<file path="src/rtl/master_out_port_pkg.sv">
// Shared definitions for the master serial transmit port and its slave-side peer.
package master_out_port_pkg;

    localparam int unsigned MOP_ADDR_WIDTH = 12;
    localparam int unsigned MOP_DATA_WIDTH = 8;
    localparam int unsigned MOP_TIMEOUT    = 15;

    typedef enum logic [1:0] {
        ST_IDLE,
        ST_REQ,
        ST_SEND,
        ST_DONE
    } state_e;

endpackage

</file>
<file path="src/rtl/master_out_port_piso_shift.sv">
// Parallel-load, LSB-first shift register; the current LSB is the serial bit.
module master_out_port_piso_shift #(
    parameter int unsigned WIDTH = 8
) (
    input  logic             clk,
    input  logic             reset,
    input  logic             load,
    input  logic             shift,
    input  logic [WIDTH-1:0] par_in,
    output logic             ser_out_c
);

    logic [WIDTH-1:0] sreg;

    always_ff @(posedge clk or negedge reset) begin
        if (!reset) begin
            sreg <= '0;
        end else if (load) begin
            sreg <= par_in;
        end else if (shift) begin
            sreg <= sreg >> 1;
        end
    end

    assign ser_out_c = sreg[0];

endmodule

</file>
<file path="src/rtl/master_out_port.sv">
// Master transmit port: valid/ready request, then LSB-first serial address and data.
module master_out_port
    import master_out_port_pkg::*;
#(
    parameter int unsigned ADDR_WIDTH = MOP_ADDR_WIDTH,
    parameter int unsigned DATA_WIDTH = MOP_DATA_WIDTH,
    parameter int unsigned TIMEOUT    = MOP_TIMEOUT
) (
    input  logic                  clk,
    input  logic                  reset,
    input  logic                  start,
    input  logic                  mode,
    input  logic [ADDR_WIDTH-1:0] in_address,
    input  logic [DATA_WIDTH-1:0] in_data,
    input  logic                  slave_ready,
    output logic                  master_valid,
    output logic                  tx_address,
    output logic                  tx_data,
    output logic                  write_en,
    output logic                  read_en,
    output logic                  busy,
    output logic                  tx_done,
    output logic                  timeout
);

    localparam int unsigned CNT_W  = (ADDR_WIDTH > 1) ? $clog2(ADDR_WIDTH) : 1;
    localparam int unsigned WAIT_W = $clog2(TIMEOUT + 1);

    state_e              state;
    logic [CNT_W-1:0]    bit_cnt;
    logic [WAIT_W-1:0]   wait_cnt;
    logic                mode_q;

    logic                load_c;
    logic                shift_c;
    logic                handshake_c;
    logic                last_bit_c;
    logic [CNT_W-1:0]    next_idx_c;
    logic                data_valid_c;
    logic                addr_bit_c;
    logic                data_bit_c;

    assign load_c      = (state == ST_IDLE) && start;
    assign handshake_c = (state == ST_REQ) && master_valid && slave_ready;
    assign last_bit_c  = (bit_cnt == CNT_W'(ADDR_WIDTH - 1));
    assign shift_c     = handshake_c || ((state == ST_SEND) && !last_bit_c);

    // Index of the bit loaded onto the lines at this edge: 0 at the handshake.
    assign next_idx_c   = (state == ST_SEND) ? (bit_cnt + CNT_W'(1)) : '0;
    assign data_valid_c = mode_q && ({1'b0, next_idx_c} < (CNT_W + 1)'(DATA_WIDTH));

    master_out_port_piso_shift #(.WIDTH(ADDR_WIDTH)) u_addr_shift (
        .clk       (clk),
        .reset     (reset),
        .load      (load_c),
        .shift     (shift_c),
        .par_in    (in_address),
        .ser_out_c (addr_bit_c)
    );

    master_out_port_piso_shift #(.WIDTH(DATA_WIDTH)) u_data_shift (
        .clk       (clk),
        .reset     (reset),
        .load      (load_c),
        .shift     (shift_c),
        .par_in    (in_data),
        .ser_out_c (data_bit_c)
    );

    always_ff @(posedge clk or negedge reset) begin
        if (!reset) begin
            state        <= ST_IDLE;
            bit_cnt      <= '0;
            wait_cnt     <= '0;
            mode_q       <= 1'b0;
            master_valid <= 1'b0;
            tx_address   <= 1'b0;
            tx_data      <= 1'b0;
            write_en     <= 1'b0;
            read_en      <= 1'b0;
            busy         <= 1'b0;
            tx_done      <= 1'b0;
            timeout      <= 1'b0;
        end else begin
            tx_done <= 1'b0;
            timeout <= 1'b0;
            case (state)
                ST_IDLE: begin
                    if (start) begin
                        state        <= ST_REQ;
                        mode_q       <= mode;
                        wait_cnt     <= '0;
                        master_valid <= 1'b1;
                        write_en     <= mode;
                        read_en      <= !mode;
                        busy         <= 1'b1;
                    end
                end
                ST_REQ: begin
                    if (handshake_c) begin
                        state        <= ST_SEND;
                        bit_cnt      <= '0;
                        master_valid <= 1'b0;
                        tx_address   <= addr_bit_c;
                        tx_data      <= data_valid_c & data_bit_c;
                    end else if (wait_cnt == WAIT_W'(TIMEOUT - 1)) begin
                        state        <= ST_IDLE;
                        timeout      <= 1'b1;
                        master_valid <= 1'b0;
                        write_en     <= 1'b0;
                        read_en      <= 1'b0;
                        busy         <= 1'b0;
                    end else begin
                        wait_cnt <= wait_cnt + WAIT_W'(1);
                    end
                end
                ST_SEND: begin
                    if (last_bit_c) begin
                        state      <= ST_DONE;
                        tx_address <= 1'b0;
                        tx_data    <= 1'b0;
                        tx_done    <= 1'b1;
                        write_en   <= 1'b0;
                        read_en    <= 1'b0;
                    end else begin
                        bit_cnt    <= bit_cnt + CNT_W'(1);
                        tx_address <= addr_bit_c;
                        tx_data    <= data_valid_c & data_bit_c;
                    end
                end
                ST_DONE: begin
                    state <= ST_IDLE;
                    busy  <= 1'b0;
                end
                default: begin
                    state <= ST_IDLE;
                end
            endcase
        end
    end

endmodule
</file>
<file path="config.mk">
export PLATFORM = sky130hd
export DESIGN_NAME = master_out_port
export DESIGN_NICKNAME = d
export VERILOG_FILES = /design/src/rtl/master_out_port_pkg.sv /design/src/rtl/master_out_port_piso_shift.sv /design/src/rtl/master_out_port.sv
export SDC_FILE = /design/constraint.sdc
export NUM_CORES = 1
export LEC_CHECK = 0
export ABC_AREA = 0
export BUFFER_PORTS_ARGS = -buffer_cell sky130_fd_sc_hd__buf_2
export CAP_MARGIN = 20
export CORE_UTILIZATION = 56
export DETAILED_ROUTE_END_ITERATION = 8
export PLACE_DENSITY = 0.79
export SYNTH_ARGS = -nofsm -noshare
export SYNTH_HDL_FRONTEND = slang
export SYNTH_HIERARCHICAL = 1
export SYNTH_SLANG_ARGS = --single-unit
</file>
<file path="constraint.sdc">
create_clock -name clk -period 2.2 [get_ports clk]
set_clock_uncertainty 0.05 [all_clocks]
set_input_delay 0.11 -clock clk [delete_from_list [all_inputs] [get_ports clk]]
set_output_delay 0.11 -clock clk [all_outputs]
set_load 0.01 [all_outputs]
</file>
* Word-level counts from Yosys, hierarchy flattened
Cells that the tools add are included.
Storage, ports and cells: word-level logic and storage cells 92, register bits after elaboration 39, bits of input ports 25, output and inout bits 8
Operators by class: $add $sub $neg 2, bitwise gates (word level) 1, reduce and logical (&&, ||, !) cells 22, order comparisons 1, multiplexer cells 39, eq/ne operators 13
Operators by type and width (count):
- $mux 12 | 2
- $mux 4 | 6
- $mux 1 | 16
- $mux 8 | 2
- $pmux 4 s2 | 2
- $ne 2x2->1 const B | 6
- $pmux 1 s3 | 3
- $reduce_and 3->1 | 3
- $add 4x1->4 const B | 2
- $eq 4x4->1 const B | 2
- $mux 2 | 4
- $pmux 2 s4 | 1
- $reduce_and 4->1 | 2
- $pmux 1 s2 | 3
- $reduce_bool 2->1 | 3
- $reduce_bool 3->1 | 2
- $logic_and 1x1->1 | 5
- $reduce_and 5->1 | 1
- $eq 2x2->1 const B | 2
- $lt 4x4->1 const B | 1
- $reduce_and 2->1 | 2
- $ne 3x2->1 const B | 1
- $eq 2x1->1 const B | 1
- $logic_not 1->1 | 2
- other kinds (4) | 4

* Depth between registers and ports, before layout
Gate-level depths: netlist of the first run.
depth in word-level cells 7, mapped depth 8, mapped depth without buffers 6

* Hierarchy
The synthesis of the first run kept the hierarchy.
Modules (own cells, without submodules):
- master_out_port | area an instance 1099.8 um2, cells each 114, instances 1, sequential area each 475.5 um2
- master_out_port_piso_shift at u_addr_shift | area an instance 546.8 um2, cells each 51, instances 1, sequential area each 300.3 um2
- master_out_port_piso_shift at u_data_shift | area an instance 369.1 um2, cells each 34, instances 1, sequential area each 200.2 um2

* Least setup slack after synthesis of the first run
No wires, ideal clock.
path type reg-to-reg, start point reg with a tool-made name, end point reg u_addr_shift.sreg[1], path slack 335 ps, required time 2029 ps, clock period less this slack 1865 ps, setup time 121 ps, cell stages (with the launch flop) 9, arrival time 1694 ps, path buffers 2, cells stage by stage dfrtp_1 inv_1 ha_1 clkbuf_1 nand3_1 nand2_1 buf_6 mux2i_1 o21ai_2
RTL lines:
- end signal: assignment | RTL line master_out_port_piso_shift.sv:19 | sreg <= par_in;
- end signal: assignment | RTL line master_out_port_piso_shift.sv:21 | sreg <= sreg >> 1;
- end: declaration | RTL line master_out_port_piso_shift.sv:13 | logic [WIDTH-1:0] sreg;

==> metrics.md, run 1 <==
| Metric | Value |
|---|---|
| Share of Yosys cell area claimed by the top area cell type | 48.4% |
| Post_cts resized | 0 |
| CTS H-tree depth | 2 |
| Internal power component | 1.84 mW |
| Die ar. | 0.00384 mm^2 |
| Actual transition at the worst max-transition pin | 0.807 ns |
| Area delta synth->final | 24.3% |
| Fraction of layout cells with a size suffix above 1 | around a fifth |
| I/O pin cnt | 33 |
| Maximum number of pins on one net before global-route repair | 40 |
| Fraction of the cycle the final worst path needs | between 80% and 90% |
| Power density over the cells | 1210 mW/mm^2 |
| Max-slew violation total from the final report | 0 |
| Worst IR drop on VDD | 0.864 mV |
| Half-perimeter wire length after placement | between 2 and 3 mm |
| Fraction of registers with async set or reset after synthesis | 100% |
| Vertical extent of the die | 62.0 um |
| End of the worst hold path | master_valid$_DFFE_PN0P_ |
| Total Negative Setup Slacks | 0 ns |
| Arrival @ worst endpoint | roughly 2.2 ns |
| Total global routing track utilization | 23.9% |
| Initial core utilization | 59.5% |
| Synthesized instance count | 199 |
| Worst Reg2Reg Path Length in Cells | 7 |
| FP Rows | 21 |
| Unrepaired setup endpoints after global routing | false |
| Register bit total from synthesis | 39 |
| Switching share of total power | between 30% and 40% |
| Largest fanout on the critical path | 14 |
| Share of total power in combinational logic | a little under half |
| Most common flop cell mapped by yosys | sky130_fd_sc_hd__dfrtp_1 |
| Final Critical Period | 1.97 ns |
| Post-Synthesis Net Count | 231 |
| Critical register-to-register path endpoint | u_addr_shift/sreg[6]$_DFFE_PN0P_ |
| Remaining antenna violation count | 0 |
| Portion of total power attributed to sequential cells | between 40 and 50% |
| Skew-Pair Late Insertion Delay | 0.36 ns |
| DR DRC count | 0 |
| Switching power summed over all nets | roughly 1.2 mW |
| Reported leakage power | about 1.2 nW |
| Count of nets after finishing | 290 |
| FF-to-FF setup slack | about 0.23 ns |
| Number of CTS-inserted buffers | 5 |
| Required time of the worst setup path | between 2 and 2.5 ns |
| Count of yosys warnings during synthesis | 6 |
| Run status | finished clean |
| Wire length of the first global-routing pass | 6.55 mm |
| Setup crit start kind | flop |
| Global route total overflow | 0 |
| Violation count after the first detailed-routing iteration | 112 |
| Worst setup EP type | flop |
| Post-synthesis instance area | 0.00202 mm^2 |
| WL per Instance | around 13 um |
| Synth top area cells | sky130_fd_sc_hd__dfrtp_1, sky130_fd_sc_hd__mux2i_1, sky130_fd_sc_hd__nand2_1 |
| Count of flip-flops with a built-in enable after synthesis | 0 |
| Clock-pin slew on the worst setup and hold paths | between 0.1 and 0.15 ns |
| Vias per Instance | approximately 5.4 |
| Routed vias | 1638 |
| Placeable core area | 0.00339 mm^2 |
| Overall power after layout | 3.04 mW |
| Relative slew slack | around 46% |
| Detailed-routing iteration count for the pre-antenna-repair pass | 4 |
| Smallest hold slack | 0.111 ns |
| Clock Tree Root | sky130_fd_sc_hd__clkbuf_4 |
| Core utilization of the finished layout | 73.9% |
| Critical Setup Path Class | reg -> reg |
| Antenna violations before repair | 0 |
| Count of port buffers added during placement | 32 |
| Number of global-route vias before repair | 1491 |
| Clock share of power | 13.1% |
| Antenna diode instance count | 0 |
| Cell count of the worst hold path | 4 |
| CTS tree | built |
| Wire length after detailed routing | roughly 4 mm |
| Placer's final routability congestion estimate | 0.863 |
| Number of clock sinks seen by CTS | 39 |
| Total of max-cap violations | 0 |
| Number of setup violations in the final report | 0 |
| Most common cell after layout, fill and taps aside | sky130_fd_sc_hd__dfrtp_1 |
| Worst Hold Launch | slave_ready |
| Part of the Yosys area used for sequential elements | 48.4% |
| Clock buffer depth | 2 |
| Leading cell types in the layout, fill and taps excluded | sky130_fd_sc_hd__dfrtp_1, sky130_fd_sc_hd__nand2_1, sky130_fd_sc_hd__buf_2, sky130_fd_sc_hd__dlygate4sd3_1, sky130_fd_sc_hd__mux2i_1 |
| Avg Synthesized Cell Area | about 10 um^2 |
| Die boundary width | slightly above 60 um |
| Count of endpoints failing hold in the final timing report | 0 |
| Dominant cell type by area after synthesis | sky130_fd_sc_hd__dfrtp_1 |
| Count of different cell masters after synthesis | 37 |
| Count of fill cells added during filler insertion | around 260 |
| Hold Crit Class | in -> reg |
| Achievable clock frequency | between 500 and 600 MHz |
==> critical path: stages (launching register included) <==
cell and delay [ns]:
sky130_fd_sc_hd__dfrtp_1 0.45, sky130_fd_sc_hd__inv_1 0.09, sky130_fd_sc_hd__ha_1 0.39, sky130_fd_sc_hd__nand3_1 0.21, sky130_fd_sc_hd__nand2_1 0.13, sky130_fd_sc_hd__buf_4 0.24, sky130_fd_sc_hd__mux2i_1 0.24, sky130_fd_sc_hd__o21ai_1 0.08
==> cells by family (layout without fill, tap and decap cells) <==
family	count (synthesis)	after routing	share of synthesized area (%)
AOI/OAI and AO/OA	46	46	14.5
xor gates and xnor gates	1	1	0.435
adders and majority gates	7	7	4.34
buffers and inverters	14	74	3.97
DFF	39	39	48.4
muxes	24	24	12.5
and+or+nand+nor	68	68	15.9
==> layout make-up <==
cell class,count,area (um^2),area share [%]
sequential,39,976,38.9
multi-input combinational,146,960,38.3
timing repair buffer,59,418,16.7
tap,46,57.6,2.30
clock buffer,6,51.3,2.05
inverter,7,27.5,1.10
clock inverter,2,16.3,0.649
==> cell usage after synthesis, drive strengths merged (6+ instances only) <==
library cell   n
inv            6
mux2i         21
nor2          11
ha             7
nand2         32
nand3          7
o21ai         27
dfrtp         39
buf            6
==> power by group through the flow <==
stage / logic (mW) / registers, mW / clock network [mW]
final: 1.42 / 1.23 / 0.400
after global placement: 1.34 / 1.22 / 0
after detailed placement: 1.38 / 1.23 / 0
after CTS: 1.41 / 1.22 / 0.405
after global routing: 1.59 / 1.26 / 0.444
after floorplan: 1.09 / 1.20 / 0
==> how the worst max path moves through the flow <==
stage	endpoint	slack, ns	cells after the start
after global placement	u_addr_shift/sreg[6]$_DFFE_PN0P_	0.32	7
after detailed placement	u_addr_shift/sreg[6]$_DFFE_PN0P_	0.25	7
after floorplan	u_addr_shift/sreg[1]$_DFFE_PN0P_	0.34	8
after CTS	u_addr_shift/sreg[6]$_DFFE_PN0P_	0.23	7
final	u_addr_shift/sreg[6]$_DFFE_PN0P_	0.23	7
after global routing	u_addr_shift/sreg[6]$_DFFE_PN0P_	0.005	7
==> through the flow <==
| stage | setup WS [ns] | instance area, um^2 | instances |
|---|---|---|---|
| after floorplan | 0.335 | 2020 | 199 |
| after global placement | 0.319 | 2220 | 275 |
| after detailed placement | 0.253 | 2220 | 275 |
| after CTS | 0.233 | 2510 | 305 |
| after global routing | 0.00457 | 2510 | 305 |
| final | 0.226 | 2510 | 305 |
==> timing repair <==
item	in CTS	in global routing
endpoints found under the hold margin	60	0
setup buffers	0	0
hold buffers	22	0
==> sequential cells by signal (all words and copies together), names as in the netlist, named ones only <==
signal,flops
tx_done,1
timeout,1
write_en,1
busy,1
tx_address,1
tx_data,1
bit_cnt,4
u_data_shift/sreg,8
master_valid,1
read_en,1
wait_cnt,4
state,1
u_addr_shift/sreg,12
mode_q,1
==> metal layers <==
layer  vias up  routed length (um)  GRT usage (%)
met4         0                  87           11.7
met1       748                1790           31.4
met2        59                1900           37.4
li1        820                   -              -
met3        11                 215           5.38
met5         -                   0              0
No activity file was read; power rests on OpenSTA's default activity.
==> run 2: changes to the inputs <==
Settings changed: CORE_UTILIZATION 56 to 45, PLACE_DENSITY 0.79 to 0.66, TNS_END_PERCENT from default to 20.
==> run 2 against run 1 <==
Via count shrank 1.8%. Final cell count grew 0.33%. Clock power grew 77%. Largest power group unchanged.
==> metrics.md, run 2 (synthesis results as in run 1) <==
| Metric | Value |
|---|---|
| Critical Setup Path Class | reg -> reg |
| Final Critical Period | 1.98 ns |
| Post-route design area | 0.00256 mm^2 |
| Number of clock sinks seen by CTS | 39 |
| Most common cell after layout, fill and taps aside | sky130_fd_sc_hd__dfrtp_1 |
| Smallest hold slack | around 0.053 ns |
| Post-detailed-placement cell area | roughly 0.0022 mm^2 |
| Power density over the cells | about 1300 mW/mm^2 |
| Detailed-routing wirelength on met1 | 1.98 mm |
| Placeable core area | 0.00414 mm^2 |
| Count of fill cells added during filler insertion | 371 |
| CTS H-tree depth | 2 |
| Maximum number of pins on one net before global-route repair | 40 |
| Wire length after detailed routing | 4.25 mm |
| Vertical extent of the die | around 70 um |
| Storage element area | 976 um^2 |
| Switching power summed over all nets | 1.21 mW |
| Count of endpoints failing hold in the final timing report | 0 |
| Achievable clock frequency | approximately 500 MHz |
| Run status | finished clean |
| Pre-CTS WS | 0.273 ns |
| Cell count of the worst hold path | 2 |
| Worst stage delay on the critical path | about 0.45 ns |
| Half-perimeter wire length after placement | 2.69 mm |
| Hold Buf Count CTS | 21 |
| Relative slew slack | 43.9% |
| FP Rows | 23 |
| Cell at the slowest stage of the critical path | sky130_fd_sc_hd__ha_1 |
| CTS tree | built |
| Leading cell types in the layout, fill and taps excluded | sky130_fd_sc_hd__dfrtp_1, sky130_fd_sc_hd__nand2_1, sky130_fd_sc_hd__buf_2, sky130_fd_sc_hd__mux2i_1, sky130_fd_sc_hd__dlygate4sd3_1 |
| Switching share of total power | 36.0% |
| Arrival @ worst endpoint | 2.10 ns |
| Unrepaired setup endpoints after global routing | false |
| Initial core utilization | 48.6% |
| Post-layout worst setup margin | around 0.22 ns |
| Clock share of power | 21.0% |
| Remaining antenna violation count | 0 |
| Die ar. | 0.00475 mm^2 |
| Internal power component | 2.15 mW |
| Actual transition at the worst max-transition pin | 0.841 ns |
| Cell occurring most often along the worst timing path | sky130_fd_sc_hd__nand2_1 |
| Fraction of the cycle the final worst path needs | 89.8% |
| List of cells traversed by the critical path | inv_1 > ha_1 > nand2_1 > nand2_1 > buf_12 > mux2i_1 > o21ai_1 |
| Global route total overflow | 0 |
| Clock-pin slew on the worst setup and hold paths | around 0.08 ns |
| Total of max-cap violations | 0 |
| Multi-input combinational cell area | 960 um^2 |
| Total setup buffers inserted after CTS | 0 |
| Detailed-routing iteration count for the pre-antenna-repair pass | 4 |
| Required time of the worst setup path | approximately 2.3 ns |
| DR DRC count | 0 |
| Core utilization of the finished layout | 61.9% |
| Skew-Pair Late Insertion Delay | 0.30 ns |
| Flip-flop count of the largest register after layout | 12 |
| Wire length of the first global-routing pass | 6.87 mm |
| Fraction of layout cells with a size suffix above 1 | about 20% |
| WL per Instance | 13.9 um |
| Portion of total power attributed to sequential cells | 36.6% |
| Number of CTS-inserted buffers | 5 |
| Wire length on met2 | slightly below 2 mm |
| Routed vias | 1608 |
| Max-slew violation total from the final report | 0 |
| Number of global-route vias before repair | 1504 |
| Antenna diode instance count | 0 |
| Antenna violations before repair | 0 |
| Vias per Instance | 5.25 |
| Count of port buffers added during placement | 32 |
| Clock buffer depth | 2 |
| Area delta synth->final | 27.2% |
| Violation count after the first detailed-routing iteration | ~100 |
| Number of setup violations in the final report | 0 |
| Total global routing track utilization | about a fifth |
| Placer's final routability congestion estimate | slightly above 0.8 |
| Worst Reg2Reg Path Length in Cells | 7 |
| Hold Crit Class | in -> reg |
| I/O pin cnt | 33 |
| Worst IR drop on VDD | roughly 0.54 mV |
| Post_cts resized | 0 |
| Largest fanout on the critical path | 20 |
| Count of nets after finishing | about 290 |
| Clock Tree Root | sky130_fd_sc_hd__clkbuf_8 |
| Most flops, register | u_addr_shift/sreg |
| Die boundary width | 68.9 um |
| Top Registers | u_addr_shift/sreg (12), u_data_shift/sreg (8) |
| Share of total power in combinational logic | 42.4% |
| Setup crit start kind | flop |
| Worst setup EP type | flop |
| Uppermost routed layer | met4 |
| Met3 wire length | ~170 um |
| Reported leakage power | 1.21 nW |
| Total Negative Setup Slacks | 0 ns |
==> run 2: cell types whose count changed in the layout (fill, tap and decap cells not counted) <==
cell                            change
sky130_fd_sc_hd__clkbuf_4           -5
sky130_fd_sc_hd__clkbuf_8           +4
sky130_fd_sc_hd__buf_4              -3
sky130_fd_sc_hd__bufinv_16          +2
sky130_fd_sc_hd__buf_12             +1
sky130_fd_sc_hd__clkbuf_1           +1
sky130_fd_sc_hd__clkinv_4           -1
sky130_fd_sc_hd__clkinvlp_4         -1
sky130_fd_sc_hd__dlygate4sd3_1      -1
==> run 2: power groups by stage <==
stage / combinational (mW) / sequential, mW / clock, mW
CTS: 1.43 / 1.22 / 0.725
floorplan: 1.09 / 1.20 / 0
finish: 1.42 / 1.23 / 0.706
global placement: 1.38 / 1.23 / 0
global route: 1.59 / 1.27 / 0.750
detailed placement: 1.40 / 1.23 / 0
==> run 2: worst max-delay path: cells and delay by family, from the launching register on <==
family / cells / cell delay [ns]
muxes: 1 / 0.25
and+or+nand+nor: 2 / 0.28
adders and majority gates: 1 / 0.45
AOI/OAI and AO/OA: 1 / 0.08
buffers and inverters: 2 / 0.29
DFF: 1 / 0.44
==> run 2: layout make-up <==
| class | count | share of cell area (%) |
|---|---|---|
| flip-flops and latches | 39 | 38.1 |
| repair buffers | 56 | 15.8 |
| clock buffers | 6 | 2.83 |
| inverters | 7 | 1.07 |
| clock inverters | 2 | 2.34 |
| well taps | 50 | 2.44 |
| multi-input cells | 146 | 37.4 |
==> run 2: path summary, 6_finish.rpt <==
path	startpoint	endpoint	slack, ns
setup / recovery	state[0]$_DFFE_PN0P_	u_addr_shift/sreg[5]$_DFFE_PN0P_	0.22
hold / removal	mode	mode_q$_DFFE_PN0P_	0.05
setup reg to reg	state[0]$_DFFE_PN0P_	u_addr_shift/sreg[5]$_DFFE_PN0P_	0.22
hold reg to reg	tx_data$_DFFE_PN0P_	tx_data$_DFFE_PN0P_	0.45
max in group asynchronous	reset	wait_cnt[2]$_DFFE_PN0P_	1.16
min in group asynchronous	reset	master_valid$_DFFE_PN0P_	0.40
==> run 2: through the flow <==
step	total power, mW	std cells
2_1_floorplan	2.29	199
3_3_place_gp	2.60	277
3_5_place_dp	2.63	277
4_1_cts	3.37	306
5_1_grt	3.61	306
6_report	3.35	306
==> run 2: routing by layer <==
layer,GRT usage (%),vias up
met4,13.0,0
met3,4.44,13
li1,-,818
met1,26.1,729
met5,0,-
met2,32.3,48
==> run 3: changes to the inputs <==
Settings changed: PLACE_DENSITY 0.66 to 0.69.
Clock period 2.2 ns to 1.61 ns, I/O delays scaled along.
==> run 3 against run 2 <==
The flow now finishes with violations (setup timing). Register-to-register slack worse by 0.35 ns. Sequential power is 33% higher. Fmax is 14% higher. Non-clock buffer count rose by 32. Hold slack got worse by 0.027 ns. Sequential share of layout area fell by 4.2 points. Largest cell class is now multi-input combinational cells. Largest power group unchanged.
==> metrics.md, run 3 (synthesis results as in run 1) <==
| Metric | Value |
|---|---|
| CTS tree | built |
| Placer's final routability congestion estimate | 0.840 |
| Remaining antenna violation count | 0 |
| Arrival @ worst endpoint | 1.87 ns |
| Fraction of layout cells with a size suffix above 1 | 32.3% |
| Fraction of the cycle the final worst path needs | 108% |
| Count of endpoints failing hold in the final timing report | 0 |
| Leading cell types in the layout, fill and taps excluded | sky130_fd_sc_hd__dfrtp_1, sky130_fd_sc_hd__buf_2, sky130_fd_sc_hd__nand2_1, sky130_fd_sc_hd__buf_4, sky130_fd_sc_hd__dlygate4sd3_1 |
| Cell occurring most often along the worst timing path | sky130_fd_sc_hd__buf_4 |
| Most flops, register | u_addr_shift/sreg |
| Unrepaired setup endpoints after global routing | true |
| WL per Instance | 13.7 um |
| Worst setup EP type | flop |
| Placeable core area | 0.00414 mm^2 |
| I/O pin cnt | 33 |
| Count of fill cells added during filler insertion | 348 |
| FP Rows | 23 |
| Run status | finished, violations left |
| Most common cell after layout, fill and taps aside | sky130_fd_sc_hd__dfrtp_1 |
| Required time of the worst setup path | 1.74 ns |
| Half-perimeter wire length after placement | 3.12 mm |
| Maximum number of pins on one net before global-route repair | 36 |
| Setup crit start kind | flop |
| Violations in the final reports | setup timing |
| Initial core utilization | between 40 and 50% |
| Power density over the cells | approximately 1800 mW/mm^2 |
| Hold Crit Class | in -> reg |
| Achievable clock frequency | roughly 570 MHz |
| Number of setup violations in the final report | 14 |
| Total global routing track utilization | 22.2% |
| Flip-flop count of the largest register after layout | 12 |
| Non-filler cells, final | 338 |
| Worst stage delay on the critical path | 0.42 ns |
| Clock Tree Root | sky130_fd_sc_hd__clkbuf_8 |
| Count of nets after finishing | 319 |
| Critical Setup Path Class | reg -> reg |
| Cell at the slowest stage of the critical path | sky130_fd_sc_hd__dfrtp_1 |
| Wire length of the first global-routing pass | approximately 7.6 mm |
| Die boundary width | 68.9 um |
| Max-slew violation total from the final report | 0 |
| Violation count after the first detailed-routing iteration | 83 |
| Area delta synth->final | 43.0% |
| Routed vias | ~1.7k |
| Number of clock sinks seen by CTS | 39 |
| Vertical extent of the die | between 60 and 70 um |
| Global route total overflow | 0 |
| Worst IR drop on VDD | 1.00 mV |
| Detailed-routing iteration count for the pre-antenna-repair pass | 4 |
| DR DRC count | 0 |
| List of cells traversed by the critical path | buf_4 > buf_4 > ha_1 > or3_4 > mux2_4 |
| Count of port buffers added during placement | 32 |
| Antenna diode instance count | 0 |
| Actual transition at the worst max-transition pin | roughly 0.47 ns |
| Relative slew slack | 68.5% |
| Antenna violations before repair | 0 |
| Overall power after layout | 5.21 mW |
| Vias per Instance | 5.15 |
| CTS H-tree depth | 2 |
| Final Critical Period | approximately 1.7 ns |
| Clock buffer depth | 2 |
| Post-layout worst setup margin | -0.130 ns |
| Number of placed cells counting well taps | 308 |
| Largest fanout on the critical path | 3 |
| Die ar. | 0.00475 mm^2 |
| Total of max-cap violations | 0 |
| Skew-Pair Late Insertion Delay | 0.29 ns |
| Wire length after detailed routing | around 4.6 mm |
| Number of global-route vias before repair | 1690 |
| Number of CTS-inserted buffers | 5 |
| Top Registers | u_addr_shift/sreg (12), u_data_shift/sreg (8) |
| Clock-pin slew on the worst setup and hold paths | ~0.08 ns |
| Reported leakage power | 1.38 nW |
==> run 3: through the flow <==
step	worst slack (ns)	instance area, um^2	hold WS [ns]	utilization (%)	setup TNS, ns
2_1_floorplan	-0.123	2040	-0.265	-	-0.826
3_3_place_gp	-0.0998	2500	0.00568	60.2	-0.261
3_5_place_dp	-0.119	2500	0.00942	60.2	-0.671
4_1_cts	-0.104	2870	0.0138	69.3	-0.490
5_1_grt	-0.179	2880	0.0220	69.6	-2.54
6_report	-0.130	2880	0.0259	69.6	-0.461
==> run 3: cell type report <==
type                       instances  area, um^2  area share [%]
timing repair buffer              88         683            23.7
inverter                           7        27.5           0.955
multi-input combinational        146        1000            34.7
sequential                        39         976            33.9
tap                               50        62.6            2.17
clock inverter                     2        60.1            2.08
clock buffer                       6        72.6            2.52
==> run 3: final timing paths <==
path                                      start                                end  slack (ns)  cells after the start
setup / recovery           state[0]$_DFFE_PN0P_                read_en$_DFFE_PN0P_       -0.13                      5
hold / removal                             mode                 mode_q$_DFFE_PN0P_        0.03                      2
setup reg to reg           state[0]$_DFFE_PN0P_                read_en$_DFFE_PN0P_       -0.13                      5
hold reg to reg              mode_q$_DFFE_PN0P_                 mode_q$_DFFE_PN0P_        0.45                      1
max in group asynchronous                 reset  u_addr_shift/sreg[10]$_DFFE_PN0P_        0.81                      3
min in group asynchronous                 reset            wait_cnt[0]$_DFFE_PN0P_        0.23                      2
==> run 3: power by group <==
group / internal, mW / switching (mW) / total [mW]
clock network: 0.619 / 0.343 / 0.963
logic: 1.39 / 1.22 / 2.61
registers: 1.39 / 0.246 / 1.63
==> run 3: critical path, delay by kind of cell (launching register included) <==
| family | cells | cell delay, ns |
|---|---|---|
| buffers and inverters | 2 | 0.28 |
| adders and majority gates | 1 | 0.20 |
| muxes | 1 | 0.30 |
| and+or+nand+nor | 1 | 0.38 |
| DFF | 1 | 0.42 |
==> run 3: layer usage <==
| metal | part of all wire (%) | wire length [um] | GRT usage, % |
|---|---|---|---|
| met1 | 48 | 2200 | 28.3 |
| met5 | 0 | 0 | 0 |
| met4 | 1.5 | 70 | 8.93 |
| met2 | 48 | 2200 | 36.7 |
| met3 | 3.2 | 146 | 4.61 |
==> run 3: timing repair <==
item / 4_1_cts / 5_1_grt
setup endpoints to repair: 24 / 33
buffers inserted: 0 / 1
pin swaps: 0 / 2
hold buffers: 21 / 0
gates cloned: 0 / 0
gates resized for setup: 9 / 2
endpoints found under the hold margin: 38 / 0
